==> config.mk <==
export PLATFORM = sky130hd
export DESIGN_NAME = linear_layer_start_token_dispatch
export DESIGN_NICKNAME = d
export VERILOG_FILES = /design/src/rtl/linear_layer_start_token_dispatch.sv
export SDC_FILE = /design/constraint.sdc
export NUM_CORES = 1
export LEC_CHECK = 0
export ABC_AREA = 1
export BUFFER_PORTS_ARGS = -buffer_cell sky130_fd_sc_hd__buf_2
export CAP_MARGIN = 25
export CORE_MARGIN = 2
export CORE_UTILIZATION = 48
export CTS_CLUSTER_SIZE = 20
export DETAILED_ROUTE_END_ITERATION = 7
export HOLD_SLACK_MARGIN = 0.05
export MAX_ROUTING_LAYER = met4
export PLACE_DENSITY = 0.73
export REMOVE_ABC_BUFFERS = 1
export SETUP_SLACK_MARGIN = 0.02
export SLEW_MARGIN = 40
export SYNTH_ARGS = -nofsm -noshare
export SYNTH_HDL_FRONTEND = slang
export SYNTH_SLANG_ARGS = --single-unit
==> constraint.sdc <==
create_clock -name ap_clk -period 1.47 [get_ports ap_clk]
set_clock_uncertainty 0.05 [all_clocks]
set_input_delay 0.2205 -clock ap_clk [delete_from_list [all_inputs] [get_ports ap_clk]]
set_output_delay 0.2205 -clock ap_clk [all_outputs]
set_load 0.1 [all_outputs]
==> src/rtl/linear_layer_start_token_dispatch.sv <==
// Read side of the start-token channel: a shift-register token store that feeds an
// ap_ctrl_hs start handshake into one PE and limits the number of in-flight invocations.
module linear_layer_start_token_dispatch #(
   parameter int unsigned DATA_WIDTH   = 1,
   parameter int unsigned ADDR_WIDTH   = 2,
   parameter int unsigned DEPTH        = 4,
   parameter int unsigned MAX_INFLIGHT = 2
) (
   input  logic                  ap_clk,
   input  logic                  ap_rst_n,
   input  logic                  if_write,
   input  logic [DATA_WIDTH-1:0] if_din,
   output logic                  if_full_n,
   output logic                  pe_start,
   output logic [DATA_WIDTH-1:0] pe_token,
   input  logic                  pe_ready,
   input  logic                  pe_done,
   output logic [ADDR_WIDTH:0]   count,
   output logic [3:0]            inflight,
   output logic                  idle
);

   localparam int unsigned CW = ADDR_WIDTH + 1;
   localparam logic [CW-1:0] DEPTH_C = CW'(DEPTH);
   localparam logic [3:0]    MAX_C   = 4'(MAX_INFLIGHT);

   localparam logic [1:0] ST_EMPTY      = 2'd0;
   localparam logic [1:0] ST_READY_WAIT = 2'd1;
   localparam logic [1:0] ST_THROTTLED  = 2'd2;

   logic [1:0]            state;
   logic [1:0]            state_next;
   logic [CW-1:0]         count_next;
   logic [3:0]            inflight_next;
   logic                  full_n_next;
   logic                  push;
   logic                  pop;
   logic                  done_ok;
   logic [ADDR_WIDTH-1:0] rd_addr;
   logic [DATA_WIDTH-1:0] mem [DEPTH];

   assign push    = if_write && if_full_n;
   assign pop     = pe_start && pe_ready;
   // A done pulse with nothing in flight is dropped rather than underflowing.
   assign done_ok = pe_done && (inflight != 4'd0);

   assign pe_start = (state == ST_READY_WAIT);
   assign idle     = (count == '0) && (inflight == 4'd0);
   assign rd_addr  = ADDR_WIDTH'(count - CW'(1));
   assign pe_token = (count == '0) ? '0 : mem[rd_addr];

   // Next-state and counter update; the state mirrors the post-update counters.
   always_comb begin
      count_next    = count;
      inflight_next = inflight;
      state_next    = state;
      full_n_next   = 1'b1;

      if (push && !pop && count != DEPTH_C)
         count_next = count + CW'(1);
      else if (pop && !push && count != '0)
         count_next = count - CW'(1);

      if (pop && !done_ok && inflight != 4'hF)
         inflight_next = inflight + 4'd1;
      else if (done_ok && !pop)
         inflight_next = inflight - 4'd1;

      case (state)
         ST_EMPTY, ST_READY_WAIT, ST_THROTTLED: begin
            if (count_next == '0)
               state_next = ST_EMPTY;
            else if (inflight_next >= MAX_C)
               state_next = ST_THROTTLED;
            else
               state_next = ST_READY_WAIT;
         end
         default: state_next = ST_EMPTY;
      endcase

      full_n_next = (count_next < DEPTH_C);
   end

   // Control registers; if_full_n stays low while reset is asserted.
   always_ff @(posedge ap_clk or negedge ap_rst_n) begin
      if (!ap_rst_n) begin
         state     <= ST_EMPTY;
         count     <= '0;
         inflight  <= 4'd0;
         if_full_n <= 1'b0;
      end else begin
         state     <= state_next;
         count     <= count_next;
         inflight  <= inflight_next;
         if_full_n <= full_n_next;
      end
   end

   // Token storage has no reset: entries behind count are never addressed.
   always_ff @(posedge ap_clk) begin
      if (push) begin
         mem[0] <= if_din;
         for (int i = 1; i < int'(DEPTH); i++)
            mem[i] <= mem[i-1];
      end
   end

endmodule
=== Word-level counts from Yosys, hierarchy flattened ===
Memory sizes are Yosys's and may differ from the RTL's.
Index checks and enable logic that the tools add are counted.

* Register bits after elaboration: 10
* RAM bits: 4
* Bits of input ports: 6
* Word-level logic and storage cells: 46
* Memories: 1

* $add $sub $neg: 4
* $lt $le $gt $ge: 2
* Equal/unequal tests: 4
* Multiplexer cells: 10
* Reductions and logical operators: 21

{| class="wikitable"
|+ Memories
! memory !! depth !! bits a word !! rd ports !! clocked after Yosys merged registers in !! wr ports !! line !! text
|-
| mem || 4 || 1 || 4 || 0 || 4 || 40 || <nowiki>logic [DATA_WIDTH-1:0] mem [DEPTH];</nowiki>
|}

{| class="wikitable"
|+ Operators with widths
! operator !! number
|-
| $logic_and 1x1->1 || 11
|-
| $mux 4 || 2
|-
| $logic_not 3->1 || 2
|-
| $mux 2 || 3
|-
| $mux 3 || 2
|-
| $add 4x1->4 const B || 1
|-
| $ge 4x2->1 const B || 1
|-
| $logic_not 4->1 || 1
|-
| $ne 4x4->1 const B || 1
|-
| $reduce_bool 4->1 || 1
|-
| $sub 4x1->4 const B || 1
|-
| $add 3x1->3 const B || 1
|-
| $logic_not 1->1 || 3
|-
| $lt 3x3->1 const B || 1
|-
| $mux 1 || 3
|-
| $ne 3x3->1 const B || 1
|-
| $reduce_bool 3->1 || 1
|-
| $reduce_or 3->1 || 1
|-
| $sub 3x1->3 const B || 1
|-
| $eq 2x1->1 const B || 1
|-
| $eq 2x2->1 const B || 1
|-
| $logic_not 2->1 || 1
|}

=== Longest topological paths before layout ===
Gate-level depths: netlist (run 1).

* Depth after elaboration: 10
* Mapped depth: 13

=== Worst setup path after synthesis (run 1) ===
No wires, ideal clock.

* Path type: reg-to-output
* Start point: register count[0]
* End point: output pe_token
* Arrival time: 3.917 ns
* Data required time: 1.200 ns
* Setup slack: -2.717 ns
* Stages on the path, launching flop included: 7
* Cells stage by stage: dfrtp_1 -> inv_1 -> ha_1 -> inv_1 -> nor2_1 -> o21ai_0 -> a21boi_0

* Longest elaborated chain between the ends: 3
* Elaborated cells on any way between the ends: 4
* Those cells by class: add/sub: 1; mux: 1; reduce/logical: 1; memory: 1

{| class="wikitable"
|+ RTL lines
! element !! line !! text
|-
| from (decl) || 18 || <nowiki>output logic [ADDR_WIDTH:0] count,</nowiki>
|-
| from (signal assigned) || 93 || <nowiki>count <= count_next;</nowiki>
|-
| $sub 3x1->3 || -- ||
|-
| $mem_v2 4x1 || -- ||
|-
| $mux 1 (*) || 50 || <nowiki>assign pe_token = (count == '0) ? '0 : mem[rd_addr];</nowiki>
|-
| to (decl) || 15 || <nowiki>output logic [DATA_WIDTH-1:0] pe_token,</nowiki>
|}

Every way passes the cells marked *; elsewhere a longest branch is shown, timed or not.

=== Worst setup path after layout (run 1) ===
Same ends and word-level chain as after synthesis.

==> results.txt, run 1 <==
- Result of the run: finished, violations left
* Failing checks: negative setup slack
- After detailed placement, the design holds a cell count of 176.
- The worst pin sits at a relative slew slack of 0.6685.
- The clock net in this run drives a total of 14 sinks.
- Of all cell types, the one taking the most synthesized area is sky130_fd_sc_hd__dfrtp_1.
* Fraction of layout instances using a drive strength above 1: 0.6220
* Hold WS: 0.2522 ns
- Yosys printed 0 warnings.
- In the final routed layout, each cell accounts on average for 20.11 um.
- Most common library cell in the layout ignoring fill and taps: sky130_fd_sc_hd__buf_4
- Using the TritonRoute via totals, the vias-per-cell ratio works out to 5.582.
- OpenSTA, run right after detailed placement, puts the worst setup slack at -0.2047 ns.
- Initial antenna violation count: 0
* Setup-violating endpoint count in the final report: 13
* Clock-pin slew on the worst setup and hold paths: 0.10 ns
* Hold WC Path Type: in2async
- The HPWL after detailed placement is 1.633 mm.
- Share of cell area taken by muxes after synthesis: 0
- Cell Rows: 15
- Core area: 1764 um^2
- Of the total synthesized cell area, the portion taken by AND, OR, NAND and NOR gates is 0.3266.
* Starting utilization of the core area: 0.5255
- Final Max Tran Viols: 0
- Antenna cell count: 0
- Setup repair after global routing missed its margin: yes
* Total count of hold-check failures in the final report: 0
- Averaged over all synthesized cells, the footprint is 8.062 um^2.
- Drt initial violations: 50
- By area, the combinational part of the netlist is dominated by simple AND/OR/NAND/NOR gates.
* Number of nets in the finished design: 176
- Top cell type's share of synthesized area: 0.2699
- Counting the buffers created by CTS gives 3.
- Wire length of the first global-routing pass: 4.609 mm
- Maxcap violations: 0
- Area share of fa/ha/maj cells after synthesis: 0.06748
- The first detailed-routing pass took 4 iterations.
- From left edge to right edge, the die measures 47.95 um.
- Total vias in the final route: 1055
- The tree is rooted in a sky130_fd_sc_hd__clkbuf_4.
* Detailed-route wire length: 3.800 mm
* Number of flops mapped to enable cells by yosys: 4
- Total routing resource utilization after global routing: 0.3163
- Of the total synthesized cell area, the portion taken by XOR and XNOR cells is 0.03779.
* Largest net degree at the start of global routing: 11
- Post-synth top flop: sky130_fd_sc_hd__dfrtp_1
- In the synthesized netlist the async set-or-reset flop fraction comes to 0.7143.
- The worst setup path is captured at an output pin.
- Height of the die: 47.95 um
- Antenna Violating Nets Remaining: 0
- Post-route clock period utilization: 1.327
- At the end of the flow the core is filled with cells to 0.9369.
- Register area share after synthesis: 0.3995
- Required @ worst endpoint: 1.20 ns
- Post-synth design cell area: 927.1 um^2
- Fill cell total of the finished layout: 66
* Compound-cell area share of the yosys netlist: 0.06748
* Cells taking the most area after synthesis: sky130_fd_sc_hd__dfrtp_1, sky130_fd_sc_hd__edfxtp_1, sky130_fd_sc_hd__nand2_1
- Actual slew at the worst max-slew pin: 0.5007 ns
* CP arrival: 1.68 ns
- CTS built an H-tree with a depth of 1.
* Min cycle time layout: 1.951 ns
* Final weighted congestion in routability-driven placement: 0.8277
- Compared with the post-synthesis result, the final layout area differs by 78.27%.
- In this run the count of I/O pins placed on the die edge is 17.
- The cell count after synthesis came out at 115.
- Max clock buf depth: 2
- In the post-route analysis, the smallest setup slack over all paths is -0.4807 ns.
- For this run, the top clock speed supported by timing is 0.5126 GHz.
- Vias in the first global route: 985
- After the flow finishes, the layout carries non-filler instances totaling 189.
* DRC Markers: 0
- In this run, synthesis produced a sequential element count of 14.
* Worst Path Class, Setup: reg2out
* TritonCTS clock tree: yes
* Worst-Skew Late Latency: 0.30 ns
- In the layout the commonest cells are sky130_fd_sc_hd__buf_4, sky130_fd_sc_hd__nand2_1, sky130_fd_sc_hd__buf_6, sky130_fd_sc_hd__inv_2.
* Largest fanout on the critical path: 2
- Summed over all layers, the global routing overflow is 0.
* Count of distinct cell types in the synthesized netlist: 26
- Startpoint class of the critical path: flop
- Port buffering added 16 buffers.
* Floorplan die area: 2299 um^2
[cell type report]
class | instances | area, um^2 | share of cell area
timing repair buffer | 46 | 455.4 | 0.2755
tap | 25 | 31.28 | 0.01893
sequential | 14 | 371.6 | 0.2248
clock buffer | 4 | 36.28 | 0.02195
inverter | 22 | 90.09 | 0.05450
multi-input combinational | 78 | 668.1 | 0.4042
[synthesized netlist by cell type, types with 2 or more instances]
cell	instances
sky130_fd_sc_hd__inv_1	18
sky130_fd_sc_hd__nand3_2	2
sky130_fd_sc_hd__edfxtp_1	4
sky130_fd_sc_hd__inv_2	4
sky130_fd_sc_hd__xnor2_1	2
sky130_fd_sc_hd__nand2_1	26
sky130_fd_sc_hd__nand3_4	2
sky130_fd_sc_hd__dfrtp_1	10
sky130_fd_sc_hd__nor2_1	13
sky130_fd_sc_hd__nand4_1	2
sky130_fd_sc_hd__nand3_1	6
sky130_fd_sc_hd__o21ai_0	3
sky130_fd_sc_hd__ha_1	5
sky130_fd_sc_hd__a21oi_1	2
sky130_fd_sc_hd__xor2_1	2
sky130_fd_sc_hd__nand2_2	4
[per-layer routing]
metal,global-route usage,routed length [um],share of wire,up-vias
met3,0.07925,194,0.051,22
li1,-,-,-,454
met1,0.3302,1428,0.38,507
met5,-,0,0,-
met2,0.5360,1974,0.52,72
met4,0.1784,202,0.053,0
[path summary, 6_finish.rpt]
| check | cells after the start | endpoint | from | slack [ns] |
|---|---|---|---|---|
| setup / recovery | 7 | pe_token | count[0] | -0.48 |
| hold / removal | 2 | inflight[3] | ap_rst_n | 0.25 |
| setup reg to reg | 8 | state[0] | inflight[0] | -0.27 |
| hold reg to reg | 0 | mem[2] | mem[1] | 0.43 |
| max in group asynchronous | 2 | inflight[2] | ap_rst_n | 0.89 |
| min in group ap_clk | 5 | inflight[0] | pe_done | 0.41 |
[repair_timing]
action	4_1_cts	5_1_grt
pin swaps	24	17
hold endpoints to repair	10	1
hold buffers	1	1
setup endpoints to repair	12	16
setup buffers	6	4
gates resized for setup	43	35
[logic make-up after synthesis]
| kind of cell | Yosys count |
|---|---|
| adder cells (fa/ha/maj) | 5 |
| buffers and inverters | 23 |
| AND/OR/NAND/NOR | 59 |
| XOR/XNOR | 4 |
| flip-flops | 14 |
| AO/OA/AOI/OAI | 10 |
[through the flow]
stage	area (um^2)	setup TNS, ns
3_5_place_dp	1275	-0.7478
4_1_cts	1503	-0.8831
5_1_grt	1653	-2.617
2_1_floorplan	915.9	-11.26
3_3_place_gp	1275	-0.4389
6_report	1653	-1.966
[flip-flops by register name, indices dropped and copies added (netlist names)]
name	cells
if_full_n	1
state	2
inflight	4
count	3
mem	4
[worst max-delay path, cell delays in order (launching register included)]
cell and delay, ns:
sky130_fd_sc_hd__dfrtp_1 0.41, sky130_fd_sc_hd__inv_2 0.10, sky130_fd_sc_hd__ha_4 0.22, sky130_fd_sc_hd__nor2_1 0.13, sky130_fd_sc_hd__o21ai_1 0.09, sky130_fd_sc_hd__a21boi_1 0.15
sky130_fd_sc_hd__buf_4 0.13, sky130_fd_sc_hd__buf_12 0.16
Power of run 1 is left out: the tool's default activity adds up to more than one toggle a clock period on the data nets, which glitch-free logic cannot reach.
==> run 2, diff against run 1 <==
- ABC_AREA: 1 -> unset
- CORE_UTILIZATION: 48 -> 49
- PLACE_DENSITY: 0.73 -> 0.74
==> results.txt, run 2 <==
- Largest net degree at the start of global routing: 12
- The largest total area in the synthesized netlist belongs to sky130_fd_sc_hd__dfrtp_1.
- Clock tree synthesis inserted a total of 3 buffers.
- Final worst endpoint reported by repair_timing after global routing: idle
* Die Width: 49.09 um
* Count of placed standard cells including taps: 163
- For this configuration, the core starts out at a cell density of 0.5129.
- Of the post-synthesis cell area, the dominant cell type holds 0.2513.
* Cell Rows: 16
- CTS saw 14 sinks.
* Halt Reason: [ERROR DPL-0038] Utilization greater than 100%, impossible to legalize
- Count of distinct cell types in the synthesized netlist: 47
* Mean instance size in the synthesized netlist: 10.27 um^2
* Last step reached: global routing
- Synthesis produced 97 cells.
* Count of pins on the block boundary: 17
- The flow did not finish.
* Post-synth design cell area: 996.0 um^2
* Sum of net half-perimeters after detailed placement: 1.974 mm
- The most used flip-flop cell after synthesis is sky130_fd_sc_hd__dfrtp_1.
* Async set-or-reset flop fraction in the synthesized netlist: 0.7143
* Worst EP Category: top-level output
- Measured along the y axis, the die boundary spans 49.09 um.
* Final weighted congestion in routability-driven placement: 0.9476
- CTS built an H-tree with a depth of 1.
* Dominant cell by count in the synthesized netlist: sky130_fd_sc_hd__dfrtp_1
- Commonest cells post-synth: sky130_fd_sc_hd__dfrtp_1, sky130_fd_sc_hd__nand2_1, sky130_fd_sc_hd__o21ai_0
* Register area share after synthesis: 0.3719
- In this run the deepest clock path goes through 2 buffers.
- Root buffer cell: sky130_fd_sc_hd__clkbuf_4
* Number of I/O port buffers: 16
- Yosys printed 0 warnings.
- Number of register bits inferred by synthesis: 14
* Number of flops mapped to enable cells by yosys: 4
- After synthesis, the cell types taking the most area are sky130_fd_sc_hd__dfrtp_1, sky130_fd_sc_hd__edfxtp_1, sky130_fd_sc_hd__ha_1.
run 2: changes by cell type after synthesis, moves of 3 or more:
cell,previous run,this run
sky130_fd_sc_hd__nand2_1,26,7
sky130_fd_sc_hd__inv_1,18,5
sky130_fd_sc_hd__nor2_1,13,2
sky130_fd_sc_hd__nand3_1,6,1
sky130_fd_sc_hd__nand2_2,4,0
sky130_fd_sc_hd__nor2b_1,0,4
sky130_fd_sc_hd__nor3_1,1,5
sky130_fd_sc_hd__nor4b_1,0,4
sky130_fd_sc_hd__o21ai_0,3,6
run 2: logic make-up after synthesis:
family / Yosys count / share of synthesized area
simple gates: 36 / 0.2425
compound gates: 24 / 0.1935
mux: 1 / 0.02261
xor+xnor: 4 / 0.03517
flops: 14 / 0.3719
fa+ha+maj: 5 / 0.06281
buf+inv: 13 / 0.07161
run 2: repair_timing:
action | in CTS
endpoints found under the hold margin | 10
setup endpoints to repair | 16
resized for setup | 64
hold buffers | 1
pin swaps | 15
setup buffers | 22
run 2: per-stage QoR:
step                      hold WS [ns]  cell area (um^2)  setup TNS, ns  setup slack [ns]
after CTS                      0.05241              1891         -4.210           -0.6144
after detailed placement       0.04568              1415         -3.187           -0.5425
after global placement         0.03735              1415         -2.490           -0.4238
after floorplan                -0.1251             950.9         -15.13            -2.646
==> run 3, diff against run 2 <==
- CORE_AREA: unset -> 2 2 63 65
- CORE_MARGIN: 2 -> unset
- CORE_UTILIZATION: 49 -> unset
- CTS_CLUSTER_SIZE: 20 -> unset
- DIE_AREA: unset -> 0 0 65 67
- HOLD_SLACK_MARGIN: 0.05 -> unset
- MAX_ROUTING_LAYER: met4 -> unset
- PLACE_DENSITY: 0.74 -> unset
- PLACE_DENSITY_LB_ADDON: unset -> 0.15
- SETUP_SLACK_MARGIN: 0.02 -> unset
- clock period: 1.47 -> 1.9 ns (I/O delays scaled with it)
==> results.txt, run 3 <==
- Number of flops mapped to enable cells by yosys: 4
* Largest area contributor in the netlist: sky130_fd_sc_hd__dfrtp_1
- Largest fanout on the critical path: 3
- Number of register bits inferred by synthesis: 14
- The finished layout holds 184 standard cells, fillers aside.
- Max-cap violations in this run came to 0.
* Mean instance size in the synthesized netlist: 10.27 um^2
- Cells after synthesis: 97
- Biggest regs: inflight x4, mem x4, count x3
* Most used cells in the layout excluding fill and tap cells: sky130_fd_sc_hd__buf_4, sky130_fd_sc_hd__buf_2, sky130_fd_sc_hd__dfrtp_1, sky130_fd_sc_hd__nand2_1
- Actual slew at the worst max-slew pin: 0.4934 ns
* Clock buffers created by TritonCTS: 3
- Starting utilization of the core area: 0.2762
- Die Width: 65 um
- Cell Rows: 22
- Pin placement for this block handled 17 I/O pins.
* Total routing resource utilization after global routing: 0.1371
* Hold WC Path Type: in2reg
- Hold WS: 0.1506 ns
- Required @ worst endpoint: 1.56 ns
- Result of the run: finished, violations left
* DRC Markers: 0
* Register area share after synthesis: 0.3719
- After synthesis, the share of flip-flops with an asynchronous set or reset is 0.7143.
* Dominant cell by count in the synthesized netlist: sky130_fd_sc_hd__dfrtp_1
- The clock drives 14 sinks.
- Height of the die: 67 um
- Clock latency on the worst-skew pair, taken at its later pin, is 0.26 ns.
- CTS built an H-tree with a depth of 1.
- Drt via density: 4.995
* Number of iterations in the first detailed-routing pass: 4
- Top cell type's share of synthesized area: 0.2513
- The die covers 4355 um^2.
- Cells taking the most area after synthesis: sky130_fd_sc_hd__dfrtp_1, sky130_fd_sc_hd__edfxtp_1, sky130_fd_sc_hd__ha_1
* Number of nets in the finished design: 148
- Count of placed standard cells including taps: 171
* Failing checks: negative setup slack
* Fraction of layout instances using a drive strength above 1: 0.4779
- Sum of net half-perimeters after detailed placement: 1.794 mm
- The total area inside the core boundary comes to 3606 um^2.
- Startpoint class of the critical path: flop
- Total vias in the final route: 919
- Clock-pin slew on the worst setup and hold paths: 0.06 ns
- In this run, distinct cell masters in the synthesized netlist total 47.
* Post-route clock period utilization: 1.089
- The repair_antennas step left the layout with diodes totalling 0.
- At the worst endpoint, the arrival time is 1.73 ns.
* Largest net degree at the start of global routing: 14
- For this run the aggregate overflow at the end of global routing stands at 0.
- Relative slew slack: 0.6733
- Vias in the first global route: 940
* Final core utilization: 0.3966
- Setup-violating endpoint count in the final report: 6
* Wire length of the first global-routing pass: 4.367 mm
- Relative to the synthesized area, the layout overhead comes to 43.59%.
- Detailed-route wire length: 2.587 mm
* Crit path capture type: output pin
- Post-synth top flop: sky130_fd_sc_hd__dfrtp_1
* Ys Warns: 0
* Antenna Violating Nets Remaining: 0
* Setup repair after global routing missed its margin: yes
- The final count of hold timing violations came to 0.
- In this run, the number of DRC markers left after iteration 0 of detailed routing was 42.
- Post-synth design cell area: 996.0 um^2
- In this run the clock root is driven by a sky130_fd_sc_hd__clkbuf_8.
* Slack of the critical path: -0.1696 ns
- Min cycle time layout: 2.070 ns
- Commonest cells post-synth: sky130_fd_sc_hd__dfrtp_1, sky130_fd_sc_hd__nand2_1, sky130_fd_sc_hd__o21ai_0
* TritonCTS clock tree: yes
- After detailed routing, the average wire length per cell comes to 14.06 um.
- Final Max Tran Viols: 0
- Highest clock rate: 0.4832 GHz
* Final weighted congestion in routability-driven placement: 0.8215
- Worst Path Class, Setup: reg2out
- Most common library cell in the layout ignoring fill and taps: sky130_fd_sc_hd__buf_4
* Number of I/O port buffers: 16
- Initial antenna violation count: 0
- Max clock buf depth: 2
-- run 3: cell counts after synthesis --
No cell type changed its count.
-- run 3: per-stage QoR --
step,setup TNS (ns),instance area [um^2],setup slack (ns)
CTS,-0.4639,1416,-0.1690
floorplan,-8.543,950.9,-2.280
finish,-0.5953,1430,-0.1696
global placement,-0.03990,1241,-0.01896
global route,-1.212,1430,-0.2700
detailed placement,-0.1875,1241,-0.08587
-- run 3: what timing repair did --
item / 4_1_cts / 5_1_grt
buffers inserted: 8 / 0
endpoints found under the setup margin: 4 / 7
hold endpoints to repair: 10 / 0
hold buffers: 1 / 0
cloned: 0 / 0
pin swaps: 5 / 1
resized for setup: 15 / 2
-- run 3: path summary, 6_finish.rpt --
check                       startpoint     endpoint  slack [ns]  cells past startpoint
max                        inflight[1]         idle       -0.17                      6
max in group asynchronous     ap_rst_n  inflight[0]        1.22                      2
max reg2reg                inflight[1]     state[0]       -0.12                      8
min                             if_din       mem[0]        0.15                      1
min in group asynchronous     ap_rst_n     count[0]        0.37                      2
min reg2reg                     mem[2]       mem[3]        0.40                      0
-- run 3: cell families (layout without fill, tap and decap cells) --
kind of cell,after synthesis,count (layout),synth area share
compound gates,24,24,0.1935
xor+xnor,4,4,0.03517
fa+ha+maj,5,5,0.06281
buf+inv,13,52,0.07161
flops,14,14,0.3719
mux,1,1,0.02261
simple gates,36,36,0.2425
-- run 3: routing by layer --
| layer | up-vias | GRT usage | routed length, um |
|---|---|---|---|
| li1 | 439 | - | - |
| met1 | 446 | 0.1763 | 1158 |
| met2 | 29 | 0.2101 | 1203 |
| met3 | 5 | 0.02196 | 159 |
| met4 | 0 | 0.09309 | 65 |
| met5 | - | 0 | 0 |
-- run 3: area by class of cell --
type                       instances  area, um^2
multi-input combinational         70       624.3
fill                             366        2176
sequential                        14       370.4
clock buffer                       4       45.04
tap                               48       60.06
timing repair buffer              41       304.0
inverter                           7       26.28
-- run 3: worst max-delay path: stages, from the launching register on --
cell	delay [ns]
sky130_fd_sc_hd__dfrtp_1	0.38
sky130_fd_sc_hd__inv_2	0.08
sky130_fd_sc_hd__ha_4	0.13
sky130_fd_sc_hd__or3b_4	0.40
sky130_fd_sc_hd__nor3b_4	0.18
sky130_fd_sc_hd__buf_4	0.14
sky130_fd_sc_hd__buf_12	0.16
Power of run 3 is left out for the same reason.
